`src/rtl/bnine_fetch_pkg.sv`:
```
// Shared types and constants for the instruction-fetch request path.
// Used by inst_fetch_req and its fetch_fifo output buffer.
package bnine_fetch_pkg;

  localparam int INST_W = 32;
  localparam int ADDR_W = 32;

  localparam logic [ADDR_W-1:0] DEFAULT_RESET_PC = 32'h8000_0000;

  // Fetch controller states; the encoding is shared with the way1 instance
  typedef enum logic [1:0] {
    IDLE  = 2'd0,
    FETCH = 2'd1,
    WAIT  = 2'd2,
    DROP  = 2'd3
  } fetch_state_e;

  // One buffered instruction together with the PC it was fetched from
  typedef struct packed {
    logic [INST_W-1:0] inst;
    logic [ADDR_W-1:0] addr;
  } fetch_entry_t;

  // Jump targets are word aligned; the two low address bits are forced to zero
  function automatic logic [ADDR_W-1:0] alignWord(input logic [ADDR_W-1:0] addr);
    return addr & ~ADDR_W'(3);
  endfunction

endpackage

```
`src/rtl/fetch_fifo.sv`:
```
// Small synchronous FIFO holding fetched instructions for the decode unit.
// The head entry is read straight out of the storage registers, so an entry
// written on one clock is visible on head_o right after that clock.
// flush_i has priority over push_i and pop_i in the same cycle.
module fetch_fifo #(
  parameter int DEPTH = 2,
  parameter int WIDTH = 64
) (
  input  logic                   clk,
  input  logic                   reset_n,
  input  logic                   push_i,
  input  logic                   pop_i,
  input  logic                   flush_i,
  input  logic [WIDTH-1:0]       data_i,
  output logic [WIDTH-1:0]       head_o,
  output logic [$clog2(DEPTH):0] count_o
);

  localparam int PW = $clog2(DEPTH);
  localparam int CW = PW + 1;
  localparam logic [CW-1:0] DEPTH_C = CW'(DEPTH);

  logic [WIDTH-1:0] mem_q [DEPTH];
  logic [PW-1:0]    wrPtr_q, wrPtr_d;
  logic [PW-1:0]    rdPtr_q, rdPtr_d;
  logic [CW-1:0]    count_q, count_d;
  logic             doPush;
  logic             doPop;

  assign doPop  = pop_i & ~flush_i & (count_q != '0);
  assign doPush = push_i & ~flush_i & ((count_q != DEPTH_C) | doPop);

  // Pointer and occupancy update; a flush empties the buffer without touching data
  always_comb begin
    wrPtr_d = wrPtr_q;
    rdPtr_d = rdPtr_q;
    count_d = count_q;
    if (flush_i) begin
      wrPtr_d = '0;
      rdPtr_d = '0;
      count_d = '0;
    end else begin
      if (doPush) wrPtr_d = wrPtr_q + PW'(1);
      if (doPop)  rdPtr_d = rdPtr_q + PW'(1);
      count_d = count_q + CW'(doPush) - CW'(doPop);
    end
  end

  // Pointer and occupancy registers
  always_ff @(posedge clk or negedge reset_n) begin
    if (!reset_n) begin
      wrPtr_q <= '0;
      rdPtr_q <= '0;
      count_q <= '0;
    end else begin
      wrPtr_q <= wrPtr_d;
      rdPtr_q <= rdPtr_d;
      count_q <= count_d;
    end
  end

  // Storage is cleared on reset so the head reads as zero until the first push
  always_ff @(posedge clk or negedge reset_n) begin
    if (!reset_n) begin
      for (int i = 0; i < DEPTH; i++) mem_q[i] <= '0;
    end else if (doPush) begin
      mem_q[wrPtr_q] <= data_i;
    end
  end

  assign head_o  = mem_q[rdPtr_q];
  assign count_o = count_q;

endmodule

```
`src/rtl/inst_fetch_req.sv`:
```
// Instruction-fetch request initiator for one way: owns the PC, keeps one
// request outstanding toward the instruction memory, buffers returned words
// for decode and redirects on jumps, discarding stale in-flight responses.
// Optional macro FETCH_PERF_CNT_EN adds saturating fetch/drop counters.
module inst_fetch_req
  import bnine_fetch_pkg::*;
#(
  parameter logic [ADDR_W-1:0] RESET_PC   = DEFAULT_RESET_PC,
  parameter logic [ADDR_W-1:0] PC_STEP    = 32'd4,
  parameter int                FIFO_DEPTH = 2
) (
  input  logic              clk,
  input  logic              reset_n,
  input  logic              jumpFlag_i,
  input  logic [ADDR_W-1:0] jumpAddr_i,
  input  logic              dataOk_i,
  input  logic [INST_W-1:0] inst_fetch_i,
  output logic              request_o,
  output logic [ADDR_W-1:0] instAddr_fetch_o,
  output logic [INST_W-1:0] inst_o,
  output logic [ADDR_W-1:0] instAddr_o,
  output logic              valid_o,
`ifdef FETCH_PERF_CNT_EN
  output logic [31:0]       perf_fetchCnt_o,
  output logic [31:0]       perf_dropCnt_o,
`endif
  input  logic              ready_i
);

  localparam int CW = $clog2(FIFO_DEPTH) + 1;
  localparam logic [CW-1:0] DEPTH_C = CW'(FIFO_DEPTH);

  fetch_state_e      state_q, state_d;
  logic [ADDR_W-1:0] pc_q, pc_d;
  logic [ADDR_W-1:0] staleAddr_q, staleAddr_d;

  logic [ADDR_W-1:0] jumpTarget;
  logic              fifoPush;
  logic              fifoPop;
  logic [CW-1:0]     fifoCount;
  logic [CW-1:0]     countNext;
  logic              slotFree;
  logic              discard;
  fetch_entry_t      pushEntry;
  fetch_entry_t      headEntry;

  assign jumpTarget = alignWord(jumpAddr_i);

  // A jump cancels both the push of a coinciding response and the decode pop
  assign fifoPush  = (state_q == FETCH) & dataOk_i & ~jumpFlag_i;
  assign fifoPop   = valid_o & ready_i & ~jumpFlag_i;
  assign countNext = jumpFlag_i ? '0 : (fifoCount + CW'(fifoPush) - CW'(fifoPop));
  assign slotFree  = (countNext < DEPTH_C);
  assign discard   = dataOk_i & ((state_q == DROP) | ((state_q == FETCH) & jumpFlag_i));

  assign pushEntry = '{inst: inst_fetch_i, addr: pc_q};

  // Next-state, PC and stale-address selection; jumps take priority everywhere
  always_comb begin
    state_d     = state_q;
    pc_d        = pc_q;
    staleAddr_d = staleAddr_q;
    unique case (state_q)
      IDLE: begin
        state_d = FETCH;
        if (jumpFlag_i) pc_d = jumpTarget;
      end
      FETCH: begin
        if (jumpFlag_i) begin
          pc_d = jumpTarget;
          if (dataOk_i) begin
            state_d = FETCH;
          end else begin
            staleAddr_d = pc_q;
            state_d     = DROP;
          end
        end else if (dataOk_i) begin
          pc_d    = pc_q + PC_STEP;
          state_d = slotFree ? FETCH : WAIT;
        end
      end
      WAIT: begin
        if (jumpFlag_i) begin
          pc_d    = jumpTarget;
          state_d = FETCH;
        end else if (slotFree) begin
          state_d = FETCH;
        end
      end
      DROP: begin
        // A jump landing on the stale response cycle still retires that
        // response, otherwise the way would wait forever for a second one.
        if (jumpFlag_i) pc_d = jumpTarget;
        if (dataOk_i) state_d = FETCH;
      end
      default: state_d = IDLE;
    endcase
  end

  // Controller state, PC and stale-request address registers
  always_ff @(posedge clk or negedge reset_n) begin
    if (!reset_n) begin
      state_q     <= IDLE;
      pc_q        <= RESET_PC;
      staleAddr_q <= RESET_PC;
    end else begin
      state_q     <= state_d;
      pc_q        <= pc_d;
      staleAddr_q <= staleAddr_d;
    end
  end

  fetch_fifo #(
    .DEPTH (FIFO_DEPTH),
    .WIDTH ($bits(fetch_entry_t))
  ) u_fifo (
    .clk     (clk),
    .reset_n (reset_n),
    .push_i  (fifoPush),
    .pop_i   (fifoPop),
    .flush_i (jumpFlag_i),
    .data_i  (pushEntry),
    .head_o  (headEntry),
    .count_o (fifoCount)
  );

  assign request_o        = (state_q == FETCH) | (state_q == DROP);
  assign instAddr_fetch_o = (state_q == DROP) ? staleAddr_q : pc_q;
  assign valid_o          = (fifoCount != '0);
  assign inst_o           = headEntry.inst;
  assign instAddr_o       = headEntry.addr;

`ifdef FETCH_PERF_CNT_EN
  logic [31:0] fetchCnt_q, fetchCnt_d;
  logic [31:0] dropCnt_q, dropCnt_d;

  // Saturating event counts for pushed and discarded responses
  always_comb begin
    fetchCnt_d = fetchCnt_q;
    dropCnt_d  = dropCnt_q;
    if (fifoPush && (fetchCnt_q != 32'hFFFF_FFFF)) fetchCnt_d = fetchCnt_q + 32'd1;
    if (discard && (dropCnt_q != 32'hFFFF_FFFF))   dropCnt_d  = dropCnt_q + 32'd1;
  end

  // Performance counter registers
  always_ff @(posedge clk or negedge reset_n) begin
    if (!reset_n) begin
      fetchCnt_q <= '0;
      dropCnt_q  <= '0;
    end else begin
      fetchCnt_q <= fetchCnt_d;
      dropCnt_q  <= dropCnt_d;
    end
  end

  assign perf_fetchCnt_o = fetchCnt_q;
  assign perf_dropCnt_o  = dropCnt_q;
`else
  logic unusedDiscard;
  assign unusedDiscard = discard;
`endif

endmodule

```
`config.mk`:
```
export PLATFORM = sky130hd
export DESIGN_NAME = inst_fetch_req
export DESIGN_NICKNAME = d
export VERILOG_FILES = /design/src/rtl/bnine_fetch_pkg.sv /design/src/rtl/fetch_fifo.sv /design/src/rtl/inst_fetch_req.sv
export SDC_FILE = /design/constraint.sdc
export NUM_CORES = 1
export LEC_CHECK = 0
export ABC_AREA = 1
export CELL_PAD_IN_SITES_DETAIL_PLACEMENT = 1
export CELL_PAD_IN_SITES_GLOBAL_PLACEMENT = 2
export CORE_ASPECT_RATIO = 0.9
export CORE_UTILIZATION = 27
export DETAILED_ROUTE_END_ITERATION = 10
export GPL_TIMING_DRIVEN = 0
export HOLD_SLACK_MARGIN = 0.08
export PLACE_DENSITY = 0.85
export SYNTH_ARGS = -nofsm -noshare
export SYNTH_HDL_FRONTEND = slang
export SYNTH_SLANG_ARGS = --single-unit
```
`constraint.sdc`:
```
create_clock -name clk -period 1.7 [get_ports clk]
set_input_delay 0.425 -clock clk [delete_from_list [all_inputs] [get_ports clk]]
set_output_delay 0.425 -clock clk [all_outputs]
set_load 0.01 [all_outputs]
```
==> Word-level counts from Yosys, hierarchy flattened <==
Index checks and enable logic that the tools add are counted.
{ "word_totals": {"output_inout_bits": 98, "in_bits": 69, "word_cells": 75, "reg_bits": 198} }
{ "classes": {"n_eq_ne": 8, "n_addsub": 7, "bitwise": 14, "reduce_logical": 9, "magnitude_cmp": 4, "muxes": 25} }
{ "op_table": {"columns": ["operator", "count"], "rows": [
  ["two-way mux 64 bit", 4],
  ["bitwise mux 128 bit", 1],
  ["two-way mux 32 bit", 4],
  ["demux 64 bit (select 1 bit)", 1],
  ["case mux 32 bit (2 select lines)", 1],
  ["adder 32 x 3 -> 32 bit (second input constant)", 1],
  ["two-way mux 2 bit", 9],
  ["AND 1 bit", 8],
  ["case mux 2 bit (4 select lines)", 1],
  ["inequality test 3 bit (second input constant)", 2],
  ["AND reduction 3 bit", 2],
  ["nonzero test 2 bit", 3],
  ["adder 2 x 1 -> 2 bit", 2],
  ["equality test 2 bit (second input constant)", 2],
  ["greater-or-equal comparator 2 bit (second input constant)", 2],
  ["two-way mux 1 bit", 4],
  ["inequality test 2 bit (second input constant)", 2],
  ["NOT 1 -> 2 bit", 2],
  ["subtractor 2 x 1 -> 2 bit", 2],
  ["OR reduction 3 bit", 1],
  ["adder 1 bit (second input constant)", 2],
  ["equality test 2 x 1 -> 1 bit (second input constant)", 1],
  ["zero test 2 bit", 1],
  ["< comparator 2 x 1 -> 1 bit (second input constant)", 1],
  ["6 further kinds", 8]
]} }

==> Logic depth before layout (Yosys ltp) <==
Gate-level depths: netlist of run 1.
{ "depth": {"depth_word": 11, "mapped_depth": 11, "mapped_depth_nobuf": 11} }

==> By module <==
From an unflattened synthesis of run 1, not the netlist that was laid out.
{ "unflattened": {"hier_cells": 1400, "area_unflattened_um2": 10198.5} }
{ "by_module_without_submodules": {"columns": ["module", "seq_area_each_um2", "cells_per_inst", "instances", "area_per_inst_um2"], "rows": [
  ["fetch_fifo", 3303.2, 808, 1, 6292.3],
  ["inst_fetch_req", 1554.0, 592, 1, 3906.2]
]} }

==> Worst setup path after synthesis of run 1 <==
No wires, ideal clock.
{ "synth_timing": {"path_kind": "register to register", "from": "register u_fifo.count_q[1] (netlist: u_fifo.count_o[1])", "to": "register state_q[1]", "required_ns": 1.574, "t_arrival_ns": 1.538, "path_buffers": 0, "synth_period_minus_slack_ns": 1.664, "setup_slack_ns": 0.036, "stages_incl_launch_ff": 12, "setup_ns": 0.126, "path_cell_list": "dfrtp_1 -> or2_2 -> nand2_1 -> nor2_1 -> ha_1 -> xnor2_1 -> inv_1 -> nand3_1 -> nand3_1 -> nand2_1 -> nand2_1 -> nand2_1"} }
{ "synth_between": {"elab_chain_cells": 10, "word_cells_on_any_way": 13, "cone_classes": "add/sub: 2; order compare: 1; eq/ne: 1; mux: 5; bitwise: 2; reduce/logical: 2"} }
{ "synth_rtl": {"columns": ["element", "line_no", "rtl"], "rows": [
  ["start, declared", "fetch_fifo.sv:26", "logic [CW-1:0] count_q, count_d;"],
  ["start signal, assigned", "fetch_fifo.sv:58", "count_q <= count_d;"],
  ["nonzero test 2 bit *", "inst_fetch_req.sv:129", "assign valid_o = (fifoCount != '0);"],
  ["via valid_o", "inst_fetch_req.sv:22", "output logic valid_o,"],
  ["AND 1 bit * (2 in series)", "inst_fetch_req.sv:51", "assign fifoPop = valid_o & ready_i & ~jumpFlag_i;"],
  ["subtractor 2 x 1 -> 2 bit *", "inst_fetch_req.sv:52", "assign countNext = jumpFlag_i ? '0 : (fifoCount + CW'(fifoPush) - CW'(fifoPop));"],
  ["two-way mux 2 bit *", "inst_fetch_req.sv:52", null],
  ["< comparator 2 bit *", "inst_fetch_req.sv:53", "assign slotFree = (countNext < DEPTH_C);"],
  ["two-way mux 2 bit", "inst_fetch_req.sv:79", "state_d = slotFree ? FETCH : WAIT;"],
  ["two-way mux 2 bit", "inst_fetch_req.sv:77", "end else if (dataOk_i) begin"],
  ["two-way mux 2 bit", "inst_fetch_req.sv:69", "if (jumpFlag_i) begin"],
  ["case mux 2 bit (4 select lines)", "inst_fetch_req.sv:63", "unique case (state_q)"],
  ["end signal, assigned", "inst_fetch_req.sv:107", "state_q <= state_d;"],
  ["end, declared", "inst_fetch_req.sv:33", "fetch_state_e state_q, state_d;"]
]} }
The timed path passes the listed nets; every way through them passes the cells marked *. The select of a mux whose other input is x is not followed.
A chain may end at the register's enable or synchronous reset.

==> Worst setup path after layout of run 1 <==
{ "layout_timing": {"from": "register state_q[0]", "to": "output instAddr_fetch_o[14]"} }
{ "layout_between": {"elab_chain_cells": 2} }
{ "layout_rtl": {"columns": ["element", "line_no", "rtl"], "rows": [
  ["equality test 2 bit", "inst_fetch_req.sv:128", "assign instAddr_fetch_o = (state_q == DROP) ? staleAddr_q : pc_q;"],
  ["two-way mux 32 bit", "inst_fetch_req.sv:128", null],
  ["end, declared", "inst_fetch_req.sv:19", "output logic [ADDR_W-1:0] instAddr_fetch_o,"]
]} }
No other way between the ends.

==> impl_summary.md, run 1 <==
Global routing
The number of global-route vias before repair is slightly below 10000. The overall overflow remaining after global route is 0. The number of antenna violations at the first check in global routing was 0. The first global-routing pass estimated 56.6 mm of wire. Entering global routing, the biggest net connects 118 pins. The global-route usage over all layers is 21.1%.

Synthesis
The count of distinct cell types in the synthesized netlist is 34. The mean instance size in the synthesized netlist is 7.52 µm². The netlist area before placement is 9360 µm². The most frequently used flop master after synthesis is sky130_fd_sc_hd__dfrtp_1. The share of the Yosys chip area taken by registers is 50.8%. By instance count, the leading cell after synthesis is sky130_fd_sc_hd__nand2_1. In the synthesized netlist, the cells that appear most often are 517 x sky130_fd_sc_hd__nand2_1, 188 x sky130_fd_sc_hd__dfrtp_1, 107 x sky130_fd_sc_hd__o21ai_0. The warning count from the yosys run is 0.

The cell count after synthesis came out at approximately 1200. After synthesis, the cell types taking the most area are sky130_fd_sc_hd__dfrtp_1 50%, sky130_fd_sc_hd__nand2_1 21%, sky130_fd_sc_hd__o21ai_0 5.7%, sky130_fd_sc_hd__o21ai_1 5.6%, sky130_fd_sc_hd__inv_1 3.7%. The number of enable-type register cells in the synthesized netlist is 0. The share of synthesized flip-flops with an asynchronous set or reset is 100%. The synthesis-stage register bit count is 190.

The cell type with the highest aggregate area in the netlist is sky130_fd_sc_hd__dfrtp_1. Of the post-synthesis cell area, the dominant cell type holds 50.2%.

Placed design
Routability-driven placement finished with a final weighted congestion of 0.876. In this run the tool buffered the top-level ports with 159 buffer cells. The detailed-placement wirelength estimate is around 24 mm.

Prior to clock tree synthesis, the placed netlist has a worst setup slack of -0.906 ns. The cell area after placement is 11600 µm².

Floorplanning
In this run the horizontal extent of the chip is 198 µm. The number of I/O pins is 167. In this run the core area contains between 60 and 70 standard-cell rows. The effective utilization at floorplan is approximately 28%.

The floorplan step defined a core boundary enclosing 34000 µm². From bottom edge to top edge, the die measures 179 µm. The die area is 35400 µm².

Setup path
The type of destination of the critical path is an output port. Along the worst path, the maximum fanout reaches 5. Data on the critical path arrives at its endpoint at 1.68 ns. STA classifies the critical path startpoint as a flop. The required time reported for the critical path endpoint is approximately 1.3 ns.

The type of the worst setup path is flop to output port.

Clocking
TritonCTS built the clock tree. The clock-pin slew on the worst setup and hold paths is 0.07 ns. Buffers inserted during clock tree synthesis total 17.

The root buffer cell chosen for the clock tree is sky130_fd_sc_hd__clkbuf_16. At the later pin of the worst-skew pair, clock insertion delay measures 0.45 ns. The maximum count of clock buffers along a single path is 2. The clock net in this run drives a total of 190 sinks. The clock tree synthesis step divided the H-tree into 4 levels.

Detailed routing
In this run, the number of DRC markers left after iteration 0 of detailed routing was 390. The first detailed-routing pass ran for 5 iterations. The count of nets left with antenna violations once routing finished came out at 0.

Dividing the detail-routed wire length by the instance count gives 19.5 µm. The final routed wirelength across all metal layers is 38.8 mm. After detailed routing, the number of remaining DRC violations is 0. The detailed-routed wire length on met3 is around 1.5 mm.

The wire length on met1 is 17.0 mm. The detailed router used layers up to and including met4. The routed design uses between 15 and 20 mm of met2 wire. In the routed layout, each cell is associated on average with a via count of 4.75. The via count is 9473.

Layout
The number of inserted diodes is 0. The final net count is approximately 1600. The area of all placed cells without fillers is about 16000 µm². The share of final-layout standard cells stronger than drive strength 1 is a little under half. The area growth from synthesis to layout is 68.7%.

Run
The tool flagged a number of max-cap violations equal to 0.

Timing
In this run the tightest slew margin relative to its limit is 54.8%. The post-route setup TNS is -58.35 ns. Dividing the final minimum period by the clock period gives 124%.

The number of slew-limit violations in the final report is 0. The worst clock skew is 0.0152 ns. Setup repair after global routing could not meet its margin everywhere. The post-route worst setup slack is -0.408 ns. The count of final hold-check violations is 0. The routed design could run at a clock period as short as 2.11 ns. The number of setup violations in the final report is 227. Timing would allow up to 474 MHz. The slew at the pin closest to its max-slew limit is 0.678 ns.

Power
The peak ir drop on the vdd network is 0.914 mV. For this design the static power due to leakage is between 7 and 8 nW. Total power for the finished layout comes to 28.6 mW.

The areal power density over the cells is 1810 nW/µm².

Min path
The classification of the worst-slack hold path is input port to flop.

Outcome
The flow ran to the end, but the final reports show violations. The final reports fail on setup timing.
-- area by class of cell --
| cell class | instances | area (µm²) |
|---|---|---|
| multi-input cells | 896 | 5780 |
| plain buffers | 60 | 897 |
| well taps | 462 | 578 |
| inverters | 96 | 389 |
| flip-flops and latches | 190 | 4760 |
| clock buffers | 19 | 443 |
| fillers | 3856 | 18200 |
| repair buffers | 256 | 2790 |
| repair inverters | 2 | 25.0 |
| clock inverters | 13 | 126 |
-- layout by cell type, fill, tap and decap left out, drive strengths merged, types with 2 or more instances in the layout --
cell / Yosys / routed
a21oi: 12 / 12
buf: 29 / 215
clkbuf: 38 / 55
clkdlybuf4s50: 0 / 64
clkinv: 1 / 8
clkinvlp: 0 / 3
conb: 1 / 4
dfrtp: 188 / 188
dfstp: 2 / 2
ha: 4 / 4
inv: 95 / 99
nand2: 520 / 520
nand3: 37 / 37
nand4: 2 / 2
nor2: 75 / 75
nor3: 3 / 3
o211ai: 3 / 3
o21a: 5 / 5
o21ai: 218 / 218
o22ai: 4 / 4
or2: 3 / 3
xnor2: 2 / 2
-- critical path, cell delays in order (launching register included) --
cell                        delay (ns)
sky130_fd_sc_hd__dfrtp_1          0.44
sky130_fd_sc_hd__nand2_4          0.17
sky130_fd_sc_hd__clkinv_8         0.10
sky130_fd_sc_hd__clkbuf_16        0.18
sky130_fd_sc_hd__o21ai_4          0.21
sky130_fd_sc_hd__buf_6            0.14
-- path summary, 6_finish.rpt --
check | start | to | slack (ns) | cells past startpoint
max | state_q[0] | instAddr_fetch_o[14] | -0.41 | 5
min | jumpFlag_i | u_fifo.count_o[0] | 0.29 | 2
max reg2reg | state_q[0] | u_fifo.mem_q[46] | -0.32 | 13
min reg2reg | pc_q[31] | pc_q[31] | 0.50 | 2
max in group asynchronous | reset_n | u_fifo.mem_q[18] | 0.33 | 3
min in group asynchronous | reset_n | pc_q[29] | 0.56 | 2
-- metrics by stage --
step                util, %  std cells  hold WS (ns)
floorplan                 -       1249         0.129
global placement       33.9       1870         0.466
detailed placement     34.0       1871         0.459
CTS                    42.2       1970         0.260
global route           46.4       1994         0.282
finish                 46.4       1994         0.289
-- cells by family after synthesis --
logic type / synth area share (%)
other: 0.0400
AND/OR/NAND/NOR: 26.8
XOR/XNOR: 0.281
adder cells (fa/ha/maj): 0.534
buffers and inverters: 7.88
flip-flops: 50.8
AO/OA/AOI/OAI: 13.6
-- flip-flops by register name, summed over array words and instances (netlist names) --
register,flops
u_fifo.count_o,2
state_q,2
pc_q,30
u_fifo.rdPtr_q,1
u_fifo.wrPtr_q,1
staleAddr_q,30
u_fifo.mem_q,124
-- what timing repair did --
item	4_1_cts	5_1_grt
setup endpoints to repair	249	352
cloned	23	8
gates resized for setup	833	446
hold endpoints to repair	71	0
pin swaps	25	52
hold buffers	1	0
setup buffers	44	33
-- routing by layer --
layer | vias to the layer above | global-route usage [%]
li1 | 4494 | -
met4 | 0 | 4.88
met3 | 35 | 3.12
met2 | 196 | 36.4
met5 | - | 0
met1 | 4748 | 27.7
-- power breakdown --
group | total [mW] | switching (mW) | internal (mW)
clock | 4.08 | 1.98 | 2.10
sequential | 8.68 | 2.15 | 6.53
combinational | 15.8 | 8.29 | 7.51
Power figures use the tool's default switching activity.
==> run 2, diff against run 1 <==
Settings changed: PLACE_DENSITY 0.85 to 0.76.
==> impl_summary.md, run 2 (synthesis results as in run 1) <==
Outcome
The run finished, with violations left. The checks that failed: setup timing.

Setup path
The critical path startpoint is state_q[0]. The critical register-to-register path startpoint is state_q[0]. The worst-case register-to-register setup slack is -0.18 ns (+0.14 ns). The endpoint of the worst register-to-register path is u_fifo.mem_q[48]. Grouping stages by cell kind, the critical path spends the most delay in buffers and inverters. The data arrival at the endpoint of the critical path was 1.65 ns (-0.03 ns). The required time reported for the critical path endpoint is 1.27 ns (about the same).

The depth of the most critical reg-to-reg path is 12 (-1). The setup path with the least slack is of type flop to output port. The critical path's largest stage delay came to 0.40 ns (-0.04 ns). The worst setup path is launched from a flop.

The worst setup path is captured at an output port. Walking the worst path, the cells encountered are nand2_2, clkinv_4, buf_12, clkbuf_16, o21ai_4, buf_6. The maximum net fanout on the critical path came to 5 (unchanged). On the critical path, the stage with the largest delay is an instance of sky130_fd_sc_hd__dfrtp_1. The buffers plus inverters on the worst setup path is 4 (+1).

Timing
The worst-case headroom to the max-slew limit is 53.0% (-1.8 points). The peak clock frequency supported by timing was 481 MHz (+1.5%). The shortest clock period the worst path allows after layout is 2.08 ns (-0.0305 ns). The post-route worst setup slack came to -0.378 ns (+0.0305 ns). The number of slew-limit violations in the final report is 0 (unchanged). The worst hold margin is 0.284 ns (-0.00506 ns). The worst clock skew was 0.0158 ns (+0.000624 ns). The slew at the pin closest to its max-slew limit is 0.705 ns (+0.0266 ns). The count of final hold-check violations came to 0 (unchanged). The number of setup violations in the final report came to 239 (+5.3%). Setup repair after global routing could not meet its margin everywhere.

The share of the clock period used by the worst path was 122% (-1.8 points).

Layout
The area of all placed cells without fillers is 14200 µm² (-10%). The library cells used most frequently in the layout, excluding fill and tap cells, are 375 x sky130_fd_sc_hd__nand2_1, 185 x sky130_fd_sc_hd__dfrtp_1, 110 x sky130_fd_sc_hd__o21ai_1. The final net count is 1550 (-2.6%). The layout-stage area growth over the synthesis result is 51.4%. The number of flip-flops under the largest register name came to 124 (unchanged). The number of inserted diodes is 0 (unchanged). The share of final-layout standard cells stronger than drive strength 1 is 29.8% (-16 points).

The largest registers in the layout are u_fifo.mem_q: 124 flops, pc_q: 30 flops, staleAddr_q: 30 flops. Leaving out fill and tap cells, the most frequent cell in the layout is sky130_fd_sc_hd__nand2_1. The register with the highest flop count is u_fifo.mem_q. The layout filler cell count came to 4013 (+4.1%).

Floorplanning
The number of cell rows is 64 (unchanged). The number of I/O pins came to 167 (unchanged). The effective utilization at floorplan was 27.5% (unchanged). The die area came to 35400 µm² (unchanged). The overall die width is 198 µm (unchanged). The core box area was 34000 µm² (unchanged). The height of the die is 179 µm (unchanged).

Clocking
The total clock buffers created by CTS is 17 (unchanged). The cell at the root of the clock tree is sky130_fd_sc_hd__clkbuf_16. The clock sink total is 190 (unchanged). The maximum count of clock buffers along a single path is 2 (unchanged).

The clock-pin slew on the worst setup and hold paths is 0.09 ns (+0.02 ns). The maximum level of the CTS H-tree came to 4 (unchanged). The later-pin clock latency in the skew report came to 0.45 ns (about the same).

TritonCTS built the clock tree.

Power
The peak ir drop on the vdd network is 0.752 mV (-18%). The leakage dissipation is 6.82 nW (-8.0%). The areal power density over the cells was 1840 nW/µm² (+1.9%).

Global routing
The first-pass GRT wire length came to 54.2 mm (-4.1%). The number of global-route vias before repair is 9419 (-5.1%). The overall overflow remaining after global route is 0 (unchanged).

The global-route usage over all layers came to 20.2% (-0.90 points). The number of antenna violations at the first check in global routing is 0 (unchanged). The largest net degree at the start of global routing was 108 (-8.5%).

Detailed routing
The DRC violation total after the first TritonRoute iteration is 509 (+31%). The residual DRC count is 0 (unchanged). The routed wire length per instance is 17.7 µm (-8.9%). The final routed wirelength across all metal layers came to 34.6 mm (-11%). The number of iterations in the first detailed-routing pass is 4 (-1). The via count is 9026 (-4.7%). The remaining number of nets flagged by the antenna check after routing is 0 (unchanged).

The average vias per placed instance is 4.62 (-2.7%).

Placed design
The cell area after placement was 11600 µm² (unchanged). The number of buffer cells added on primary ports is 159 (unchanged). The detailed-placement wirelength estimate is 23.7 mm (-1.3%). The post-place setup slack is -0.936 ns (-0.0296 ns).

The placer's final routability congestion estimate is 0.856 (-2.3%).

Run
The number of max-cap violations is 0 (unchanged).

Min path
The cell depth of the worst hold path is 2 (unchanged). The startpoint of the worst hold path is jumpFlag_i. The classification of the worst-slack hold path is input port to flop. The worst hold path endpoint is u_fifo.count_o[0].
run 2: changes by cell type in the layout (fill, tap and decap cells not counted), moves of 15 or more:
cell	delta
sky130_fd_sc_hd__buf_12	-15
sky130_fd_sc_hd__nand2_2	-60
sky130_fd_sc_hd__o21ai_1	+62
sky130_fd_sc_hd__nand2_1	+102
sky130_fd_sc_hd__o21ai_2	-79
sky130_fd_sc_hd__nand2_4	-41
sky130_fd_sc_hd__o21ai_0	+22
run 2: report_power, final:
part	switching (mW)	internal (mW)	total [mW]
Clock	2.08	2.28	4.36
Combinational	7.25	6.30	13.6
Sequential	1.67	6.53	8.20
Total	11.0	15.1	26.1
run 2: per-stage QoR:
step	TNS (ns)	power (mW)	util (%)	cells
after floorplan	0	13.0	-	1249
after global placement	-1736.72	18.0	33.9	1870
after detailed placement	-154.29	18.2	34.0	1871
after global routing	-71.01	27.9	41.7	1952
after CTS	-47.49	24.9	39.7	1947
final	-43.37	26.1	41.7	1952
run 2: worst max path at each step:
stage	endpoint	cells past startpoint
final	instAddr_fetch_o[15]	6
after global routing	instAddr_fetch_o[15]	6
after CTS	instAddr_fetch_o[15]	6
after detailed placement	pc_q[12]	6
after global placement	pc_q[29]	1
after floorplan	state_q[1]	11
run 2: repair_timing:
item	in CTS	in global routing
pin swaps	30	40
cloned	7	5
setup endpoints to repair	251	331
buffers inserted	38	4
endpoints found under the hold margin	82	0
gates resized for setup	737	159
hold buffers	1	0
run 2: layout make-up:
type	count	area, µm²	share of cell area [%]
flip-flops and latches	190	4760	33.6
clock inverters	15	219	1.54
well taps	462	578	4.08
plain buffers	62	773	5.45
repair buffers	214	2180	15.4
multi-input cells	896	4860	34.3
inverters	96	379	2.67
clock buffers	17	425	3.00
run 2: per-layer routing:
metal	wire length [µm]	global-route usage, %	part of all wire (%)	up-vias
met5	0	0	0	-
met4	402	4.59	1.2	0
met3	1110	3.14	3.2	23
met2	16700	33.7	48	150
met1	16400	27.4	47	4444
li1	-	-	-	4409
